**src/rtl/sum_accum_pkg.sv**
```systemverilog
`default_nettype none
// +--------------------------------------------------------------------------+
// | sum_accum_pkg : burst-state enum and accumulator width helpers.          |
// | Rev 1.0                                                                  |
// +--------------------------------------------------------------------------+
package sum_accum_pkg;

  typedef enum logic [0:0] {
    ACCUM = 1'b0,
    DONE  = 1'b1
  } state_t;

  // Total wide enough that N full-scale sums never wrap.
  function automatic int acc_width(input int w, input int n);
    return w + $clog2(n);
  endfunction

  function automatic int cnt_width(input int n);
    return $clog2(n + 1);
  endfunction

endpackage
`default_nettype wire

```
**src/rtl/sum_accumulator_if.sv**
```systemverilog
`default_nettype none
// +--------------------------------------------------------------------------+
// | sum_accumulator_if : result stream in, burst record out.                 |
// | Rev 1.0                                                                  |
// +--------------------------------------------------------------------------+
interface sum_accumulator_if
  import sum_accum_pkg::*;
#(
  parameter int W     = 8,
  parameter int N     = 4,
  parameter int ACC_W = acc_width(W, N),
  parameter int CNT_W = cnt_width(N)
);

  logic             valid_i;
  logic [W-1:0]     sum_i;
  logic             is_odd_i;
  logic             flush_i;
  logic             ready_o;
  logic             valid_o;
  logic             ready_i;
  logic [ACC_W-1:0] total_o;
  logic [CNT_W-1:0] odd_cnt_o;
  logic [CNT_W-1:0] beats_o;
  logic             err_o;

  modport master (
    output valid_i, sum_i, is_odd_i, flush_i, ready_i,
    input  ready_o, valid_o, total_o, odd_cnt_o, beats_o, err_o
  );

  modport slave (
    input  valid_i, sum_i, is_odd_i, flush_i, ready_i,
    output ready_o, valid_o, total_o, odd_cnt_o, beats_o, err_o
  );

endinterface
`default_nettype wire

```
**src/rtl/sum_accumulator.sv**
```systemverilog
`default_nettype none
// +--------------------------------------------------------------------------+
// | sum_accumulator : sums N adder results per burst, counts odd results,   |
// | flags parity mismatches. Rev 1.0                                         |
// +--------------------------------------------------------------------------+
module sum_accumulator
  import sum_accum_pkg::*;
#(
  parameter int W     = 8,
  parameter int N     = 4,
  parameter int ACC_W = acc_width(W, N),
  parameter int CNT_W = cnt_width(N)
) (
  input  wire logic        clk,
  input  wire logic        rst_n,
  sum_accumulator_if.slave bus
);

  localparam logic [CNT_W-1:0] C_LAST_BEAT = CNT_W'(N - 1);

  state_t           state_q,   state_d;
  logic [ACC_W-1:0] total_q,   total_d;
  logic [CNT_W-1:0] odd_cnt_q, odd_cnt_d;
  logic [CNT_W-1:0] beats_q,   beats_d;
  logic             err_q,     err_d;
  logic             accept;

  assign accept = bus.valid_i && (state_q == ACCUM);

  always_comb begin
    state_d   = state_q;
    total_d   = total_q;
    odd_cnt_d = odd_cnt_q;
    beats_d   = beats_q;
    err_d     = err_q;
    case (state_q)
      ACCUM: begin
        if (accept) begin
          total_d   = total_q + ACC_W'(bus.sum_i);
          odd_cnt_d = odd_cnt_q + CNT_W'(bus.is_odd_i);
          beats_d   = beats_q + CNT_W'(1);
          if (bus.is_odd_i != bus.sum_i[0]) err_d = 1'b1;
        end
        // A flush only closes a burst that holds at least one result.
        if ((accept && beats_q == C_LAST_BEAT) ||
            (bus.flush_i && (beats_q != '0 || accept))) begin
          state_d = DONE;
        end
      end
      DONE: begin
        if (bus.ready_i) begin
          state_d   = ACCUM;
          total_d   = '0;
          odd_cnt_d = '0;
          beats_d   = '0;
        end
      end
      default: state_d = ACCUM;
    endcase
  end

  always_ff @(posedge clk or negedge rst_n) begin
    if (!rst_n) begin
      state_q   <= ACCUM;
      total_q   <= '0;
      odd_cnt_q <= '0;
      beats_q   <= '0;
      err_q     <= 1'b0;
    end else begin
      state_q   <= state_d;
      total_q   <= total_d;
      odd_cnt_q <= odd_cnt_d;
      beats_q   <= beats_d;
      err_q     <= err_d;
    end
  end

  assign bus.ready_o   = (state_q == ACCUM);
  assign bus.valid_o   = (state_q == DONE);
  assign bus.total_o   = total_q;
  assign bus.odd_cnt_o = odd_cnt_q;
  assign bus.beats_o   = beats_q;
  assign bus.err_o     = err_q;

endmodule
`default_nettype wire

```
**src/flat_wrapper.sv**
```systemverilog
// flat-port wrapper written by rule: the top's interface ports become plain ports
module sum_accumulator_flat import sum_accum_pkg::*;
#(
  parameter int W     = 8,
  parameter int N     = 4,
  parameter int ACC_W = acc_width(W, N),
  parameter int CNT_W = cnt_width(N)
)
  (clk, rst_n, bus_valid_i, bus_sum_i, bus_is_odd_i, bus_flush_i, bus_ready_i, bus_ready_o, bus_valid_o, bus_total_o, bus_odd_cnt_o, bus_beats_o, bus_err_o);
  sum_accumulator_if #(.W(W), .N(N), .ACC_W(ACC_W), .CNT_W(CNT_W)) bus_i ();
  input  wire logic clk;
  input  wire logic rst_n;
  input wire logic [$bits(bus_i.valid_i)-1:0] bus_valid_i;
  input wire logic [$bits(bus_i.sum_i)-1:0] bus_sum_i;
  input wire logic [$bits(bus_i.is_odd_i)-1:0] bus_is_odd_i;
  input wire logic [$bits(bus_i.flush_i)-1:0] bus_flush_i;
  input wire logic [$bits(bus_i.ready_i)-1:0] bus_ready_i;
  output wire logic [$bits(bus_i.ready_o)-1:0] bus_ready_o;
  output wire logic [$bits(bus_i.valid_o)-1:0] bus_valid_o;
  output wire logic [$bits(bus_i.total_o)-1:0] bus_total_o;
  output wire logic [$bits(bus_i.odd_cnt_o)-1:0] bus_odd_cnt_o;
  output wire logic [$bits(bus_i.beats_o)-1:0] bus_beats_o;
  output wire logic [$bits(bus_i.err_o)-1:0] bus_err_o;
  assign bus_i.valid_i = bus_valid_i;
  assign bus_i.sum_i = bus_sum_i;
  assign bus_i.is_odd_i = bus_is_odd_i;
  assign bus_i.flush_i = bus_flush_i;
  assign bus_i.ready_i = bus_ready_i;
  assign bus_ready_o = bus_i.ready_o;
  assign bus_valid_o = bus_i.valid_o;
  assign bus_total_o = bus_i.total_o;
  assign bus_odd_cnt_o = bus_i.odd_cnt_o;
  assign bus_beats_o = bus_i.beats_o;
  assign bus_err_o = bus_i.err_o;
  sum_accumulator #(.W(W), .N(N), .ACC_W(ACC_W), .CNT_W(CNT_W)) u_core (.clk(clk), .rst_n(rst_n), .bus(bus_i));
endmodule
```
**config.mk**
```make
export PLATFORM = sky130hd
export DESIGN_NAME = sum_accumulator_flat
export DESIGN_NICKNAME = d
export VERILOG_FILES = /design/src/rtl/sum_accum_pkg.sv /design/src/rtl/sum_accumulator_if.sv /design/src/rtl/sum_accumulator.sv /design/src/flat_wrapper.sv
export SDC_FILE = /design/constraint.sdc
export NUM_CORES = 1
export LEC_CHECK = 0
export CORE_UTILIZATION = 40
export DETAILED_ROUTE_END_ITERATION = 10
export PLACE_DENSITY_LB_ADDON = 0.1
export SYNTH_ARGS = -nofsm -noshare
export SYNTH_HDL_FRONTEND = slang
export SYNTH_SLANG_ARGS = --single-unit
```
**constraint.sdc**
```tcl
create_clock -name clk -period 2.3 [get_ports clk]
set_input_delay 0.345 -clock clk [delete_from_list [all_inputs] [get_ports clk]]
set_output_delay 0.345 -clock clk [all_outputs]
set_load 0.005 [all_outputs]
```
# Word level (Yosys, flattened, before mapping)
# Index checks and enable logic that the tools add are counted.
# Widths: inputs -> output; s select.
[totals] register_bits=18 latchBits=0 ramBits=0 mem_bits_ro=0 input_bits=14 out_inout_bits=19 elab_cells=32 memories=0
[op_classes] n_addsub=3 multipliers=0 div_mod_pow=0 order_cmp=0 n_eq_ne=4 shifts=0 muxes=11 bitwise=1 n_reduce_logical=8
[op_table] operator="$mux 10" count=2
[op_table] operator="$pmux 10 s2" count=1
[op_table] operator="$pmux 3 s2" count=2
[op_table] operator="$add 10x8->10" count=1
[op_table] operator="$mux 3" count=3
[op_table] operator="$add 3x1->3" count=1
[op_table] operator="$add 3x1->3 const B" count=1
[op_table] operator="$eq 3x2->1 const B" count=1
[op_table] operator="$logic_and 1x1->1" count=3
[op_table] operator="$reduce_and 3->1" count=1
[op_table] operator="$reduce_bool 3->1" count=1
[op_table] operator="$logic_or 1x1->1" count=2
[op_table] operator="$mux 1" count=2
[op_table] operator="$ne 2x1->1 const B" count=1
[op_table] operator="$ne 2x2->1 const B" count=1
[op_table] operator="$pmux 1 s2" count=1
[op_table] operator="$reduce_and 2->1" count=1
[op_table] operator="$ne 1x1->1" count=1
[op_table] operator="$not 1->1" count=1

# Logic depth before layout (Yosys ltp)
[logic_depth] ltp_word=7 depth_mapped=8 ltp_nobuf=8

# Least setup slack after synthesis
# OpenSTA, ideal clock, no wires.
[synth_path] path_type="register -> register" start="register u_core.total_q[0], in the netlist u_core.bus.total_o[0]" end="register u_core.total_q[6], in the netlist u_core.bus.total_o[6]" setup_time_ns=0.122 t_arrival_ns=1.786 required_time_ns=2.178 setup_slack_ns=0.393 path_stages_with_launch=9 path_buffers=0 synth_period_minus_slack_ns=1.907 cell_sequence="dfrtp_1 ha_1 inv_1 fa_1 nand2b_2 a21oi_1 o21a_1 o21ai_0 a32o_1"
[synth_via] elab_chain_cells=3
[synth_lines] item="from (decl)" line_no="sum_accumulator.sv:22" source="logic [ACC_W-1:0] total_q, total_d;"
[synth_lines] item="from (signal assigned)" line_no="sum_accumulator.sv:71" source="total_q <= total_d;"
[synth_lines] item="$add 10x8->10" line_no="sum_accumulator.sv:39" source="total_d = total_q + ACC_W'(bus.sum_i);"
[synth_lines] item="$mux 10" line_no="sum_accumulator.sv:38" source="if (accept) begin"
[synth_lines] item="$pmux 10 s2" line_no="sum_accumulator.sv:36" source="case (state_q)"
# Every way passes these cells. The select of a mux whose other input is x is not followed.
# A chain may end at the register's enable or synchronous reset.

# Worst setup path in the final report
[layout_path] start="input port bus_sum_i[0]" end="register u_core.total_q[6], in the netlist u_core.bus.total_o[6]"
[layout_via] elab_chain_cells=3
[layout_lines] item="from (decl)" line_no="flat_wrapper.sv:14" source="input wire logic [$bits(bus_i.sum_i)-1:0] bus_sum_i;"
[layout_lines] item="$add 10x8->10" line_no="sum_accumulator.sv:39"
[layout_lines] item="$mux 10" line_no="sum_accumulator.sv:38"
[layout_lines] item="$pmux 10 s2" line_no="sum_accumulator.sv:36"
# Every way passes these cells. The select of a mux whose other input is x is not followed.

==> results.sh <==
export IMPL_die_area_mm2=0.00293
export IMPL_clkTransAtPathRegs_ns=0.10
export IMPL_drt_iter0_markers=10
export IMPL_status="completed"
export IMPL_arrival_ns=2.28
export IMPL_p_total_mw=1.63
export IMPL_viasPerCell=5.29
export IMPL_slowest_stage="clkdlybuf4s50_1"
export IMPL_vias=963
export IMPL_dp_hpwl_um=1800
export IMPL_wl_met2_um=1080
export IMPL_r2r_slack_ns=0.35
export IMPL_post_cts_buffers=0
export IMPL_io_buffers=32
export IMPL_worstPathRequired_ns=2.48
export IMPL_grt_max_degree=19
export IMPL_synth_top_cell_area_share_pct=41.5
export IMPL_root_buffer="clkbuf_4"
export IMPL_max_slew_margin_pct=27.0
export IMPL_fin_area_mm2=0.00152
export IMPL_hold_buffers=0
export IMPL_die_y_um=54.1
export IMPL_cts_buffers=3
export IMPL_setup_viol=0
export IMPL_finalWeightedCongestion=0.879
export IMPL_regToRegStartpoint="u_core.bus.total_o[0]"
export IMPL_postPlaceCellArea_mm2=0.00148
export IMPL_synthMuxAreaShare_pct=0
export IMPL_synth_fa_ha_area_share_pct=16.8
export IMPL_grt_use_total_pct=17.5
export IMPL_hold_violations=0
export IMPL_timing_final_crit_share_pct=91.0
export IMPL_met3_length_um=86
export IMPL_syn_inst=112
export IMPL_cts_tree="built"
export IMPL_cp_num_buf_inv=2
export IMPL_crit_type="input pin to register"
export IMPL_drc=0
export IMPL_cp_start_kind="input pin"
export IMPL_die_w_um=54.1
export IMPL_synth_top_family_by_area="compound AO/OA/AOI/OAI gates"
export IMPL_synth_seq_area_share_pct=41.5
export IMPL_end_kind="register"
export IMPL_post_synth_and_or_nand_nor_area_fraction_pct=10.1
export IMPL_hold_class="input pin to async pin"
export IMPL_grt_pass1_wl_um=3590
export IMPL_cpLargestDelayFamily="compound AO/OA/AOI/OAI gates"
export IMPL_rsz0062_at_grt="false"
export IMPL_synth_nets=140
export IMPL_drt_pass1_iterations=4
export IMPL_synth_compound_area_share_pct=24.8
export IMPL_start_util_pct=43.1
export IMPL_io_pins=33
export IMPL_max_freq_mhz=478
export IMPL_clockBufferDepth=2
export IMPL_clk_latency_ns=0.29
export IMPL_yosysWarningCount=0
export IMPL_post_route_min_period_ns=2.09
export IMPL_synth_xor_area_share_pct=2.42
export IMPL_n_antenna_cell=0
export IMPL_netlist_area_mm2=0.00109
export IMPL_antenna_found_initial=0
export IMPL_ctsResizeCount=0
export IMPL_drt_wl_total_um=2280
export IMPL_syn2layout_area_growth_pct=39.5
export IMPL_crit_chain="clkdlybuf4s50_1 > ha_1 > inv_1 > fa_1 > nand2b_2 > a21oi_1 > o21a_1 > o21ai_0 > a32o_1"
export IMPL_maxCapViolations=0
export IMPL_highest_layer="met4"
export IMPL_cp_max_fo=2
export IMPL_p_per_area_mw_per_mm2=1080
export IMPL_grt_pass1_vias=848
export IMPL_tightest_slew_ns=1.09
export IMPL_synth_largest_area_cell="dfrtp_1"
export IMPL_worstRegToRegCells=9
export IMPL_wl_per_cell_um=12.5
export IMPL_synth_cell_types=27
export IMPL_layout_drive_gt1_share_pct=7.24
export IMPL_cts_num_sinks=18
export IMPL_htree_levels=1
export IMPL_final_nets=181
export IMPL_grt_overflow=0
export IMPL_fin_skew_ns=0.00114
export IMPL_critical_path_max_stage_delay_ns=0.48
export IMPL_synth_area_leaders="dfrtp_1 41%, ha_1 15%, o21ai_0 5.5%"
export IMPL_final_max_slew_violation_count=0
export IMPL_critPathLaunch="bus_sum_i[0]"
export IMPL_ir_drop_mv=0.620
export IMPL_ant_nets=0
export IMPL_avgSynthCellArea_um2=9.70
export IMPL_met1_length_um=1100
export IMPL_p_leak_nw=0.674
export IMPL_hold_slack_ns=0.378
export IMPL_core_region_area_mm2=0.00252
export IMPL_cp_depth=9
export IMPL_fp_row_count=18
export IMPL_synth_seq_cells=18
final timing paths:
| path | to |
|---|---|
| max | u_core.bus.total_o[6] |
| max reg2reg | u_core.bus.total_o[8] |
| min in group clk | u_core.bus.err_o |
| min reg2reg | u_core.bus.err_o |
| min | u_core.bus.total_o[9] |
| max in group asynchronous | u_core.bus.odd_cnt_o[2] |
layout by cell type (no fill, tap or decap):
cell type        count
clkdlybuf4s50_1     32
dfrtp_1             18
ha_1                13
nand2_1             12
o21ai_0             12
inv_1               10
a21oi_1              6
buf_4                6
nor2_1               4
a22o_1               4
a211oi_1             4
clkbuf_4             3
a31oi_1              2
o21a_1               2
xor2_1               2
nand2b_1             2
o31ai_1              2
a21o_1               2
a32o_1               2
nor4_1               2
o211ai_1             2
nand3_1              2
o21bai_1             1
nand2b_2             1
o21ai_1              1
o41ai_1              1
xnor2_1              1
or3_1                1
fa_1                 1
clkbuf_8             1
cell usage after synthesis:
cell and instances:
a211oi_1 4, a21o_1 2, a21oi_1 6, a22o_1 4, a31oi_1 2, a32o_1 2
buf_2 2, dfrtp_1 18, fa_1 1, ha_1 13, inv_1 10, nand2_1 12
nand2b_1 2, nand2b_2 1, nand3_1 2, nor2_1 4, nor4_1 2, o211ai_1 2
o21a_1 2, o21ai_0 12, o21ai_1 1, o21bai_1 1, o31ai_1 2, o41ai_1 1
or3_1 1, xnor2_1 1, xor2_1 2
power by group:
group	switching [mW]	internal, mW	leakage [nW]	total [mW]
Combinational	0.400	0.497	0.422	0.897
Clock	0.0953	0.0963	0.0210	0.192
Sequential	0.109	0.432	0.231	0.541
Total	0.605	1.03	0.674	1.63
per-stage QoR:
| step | TNS (ns) | util (%) | setup WS [ns] | instances |
|---|---|---|---|---|
| after floorplan | 0 | - | 0.393 | 112 |
| after global placement | -0.0584 | 58.6 | -0.0584 | 178 |
| after detailed placement | -0.123 | 58.6 | -0.0982 | 178 |
| after CTS | 0 | 60.1 | 0.218 | 182 |
| after global routing | 0 | 60.1 | 0.0938 | 182 |
| final | 0 | 60.1 | 0.206 | 182 |
flip-flops by register name (all words and copies together) (netlist names):
name and cells:
u_core.bus.beats_o 3, u_core.bus.odd_cnt_o 3, u_core.bus.valid_o 1, u_core.bus.total_o 10
u_core.bus.err_o 1
area by class of cell:
| cell class | instances | area [um2] |
|---|---|---|
| Tap cell | 30 | 37.5 |
| Inverter | 10 | 37.5 |
| Sequential cell | 18 | 450 |
| Fill cell | 237 | 1010 |
| Clock buffer | 4 | 36.3 |
| Timing Repair Buffer | 38 | 365 |
| Multi-Input combinational cell | 82 | 588 |
per-layer routing:
| layer | global-route usage [%] | vias up |
|---|---|---|
| li1 | - | 487 |
| met1 | 22.3 | 452 |
| met2 | 29.0 | 22 |
| met3 | 2.54 | 2 |
| met4 | 7.69 | 0 |
| met5 | 0 | - |
cell families (layout without fill, tap and decap cells):
family	Yosys count	after routing
compound gates	41	41
xor+xnor	3	3
fa+ha+maj	14	14
buf+inv	12	52
flops	18	18
simple gates	24	24
worst reg2reg max path, stage by stage (launching register included):
cell and delay, ns:
dfrtp_1 0.41, ha_1 0.22, inv_1 0.07, fa_1 0.17, nand2b_2 0.12, a21oi_1 0.08, buf_4 0.14, o41ai_1 0.36
nor2_1 0.08, a211oi_1 0.21
No activity file was read; power rests on OpenSTA's default activity.
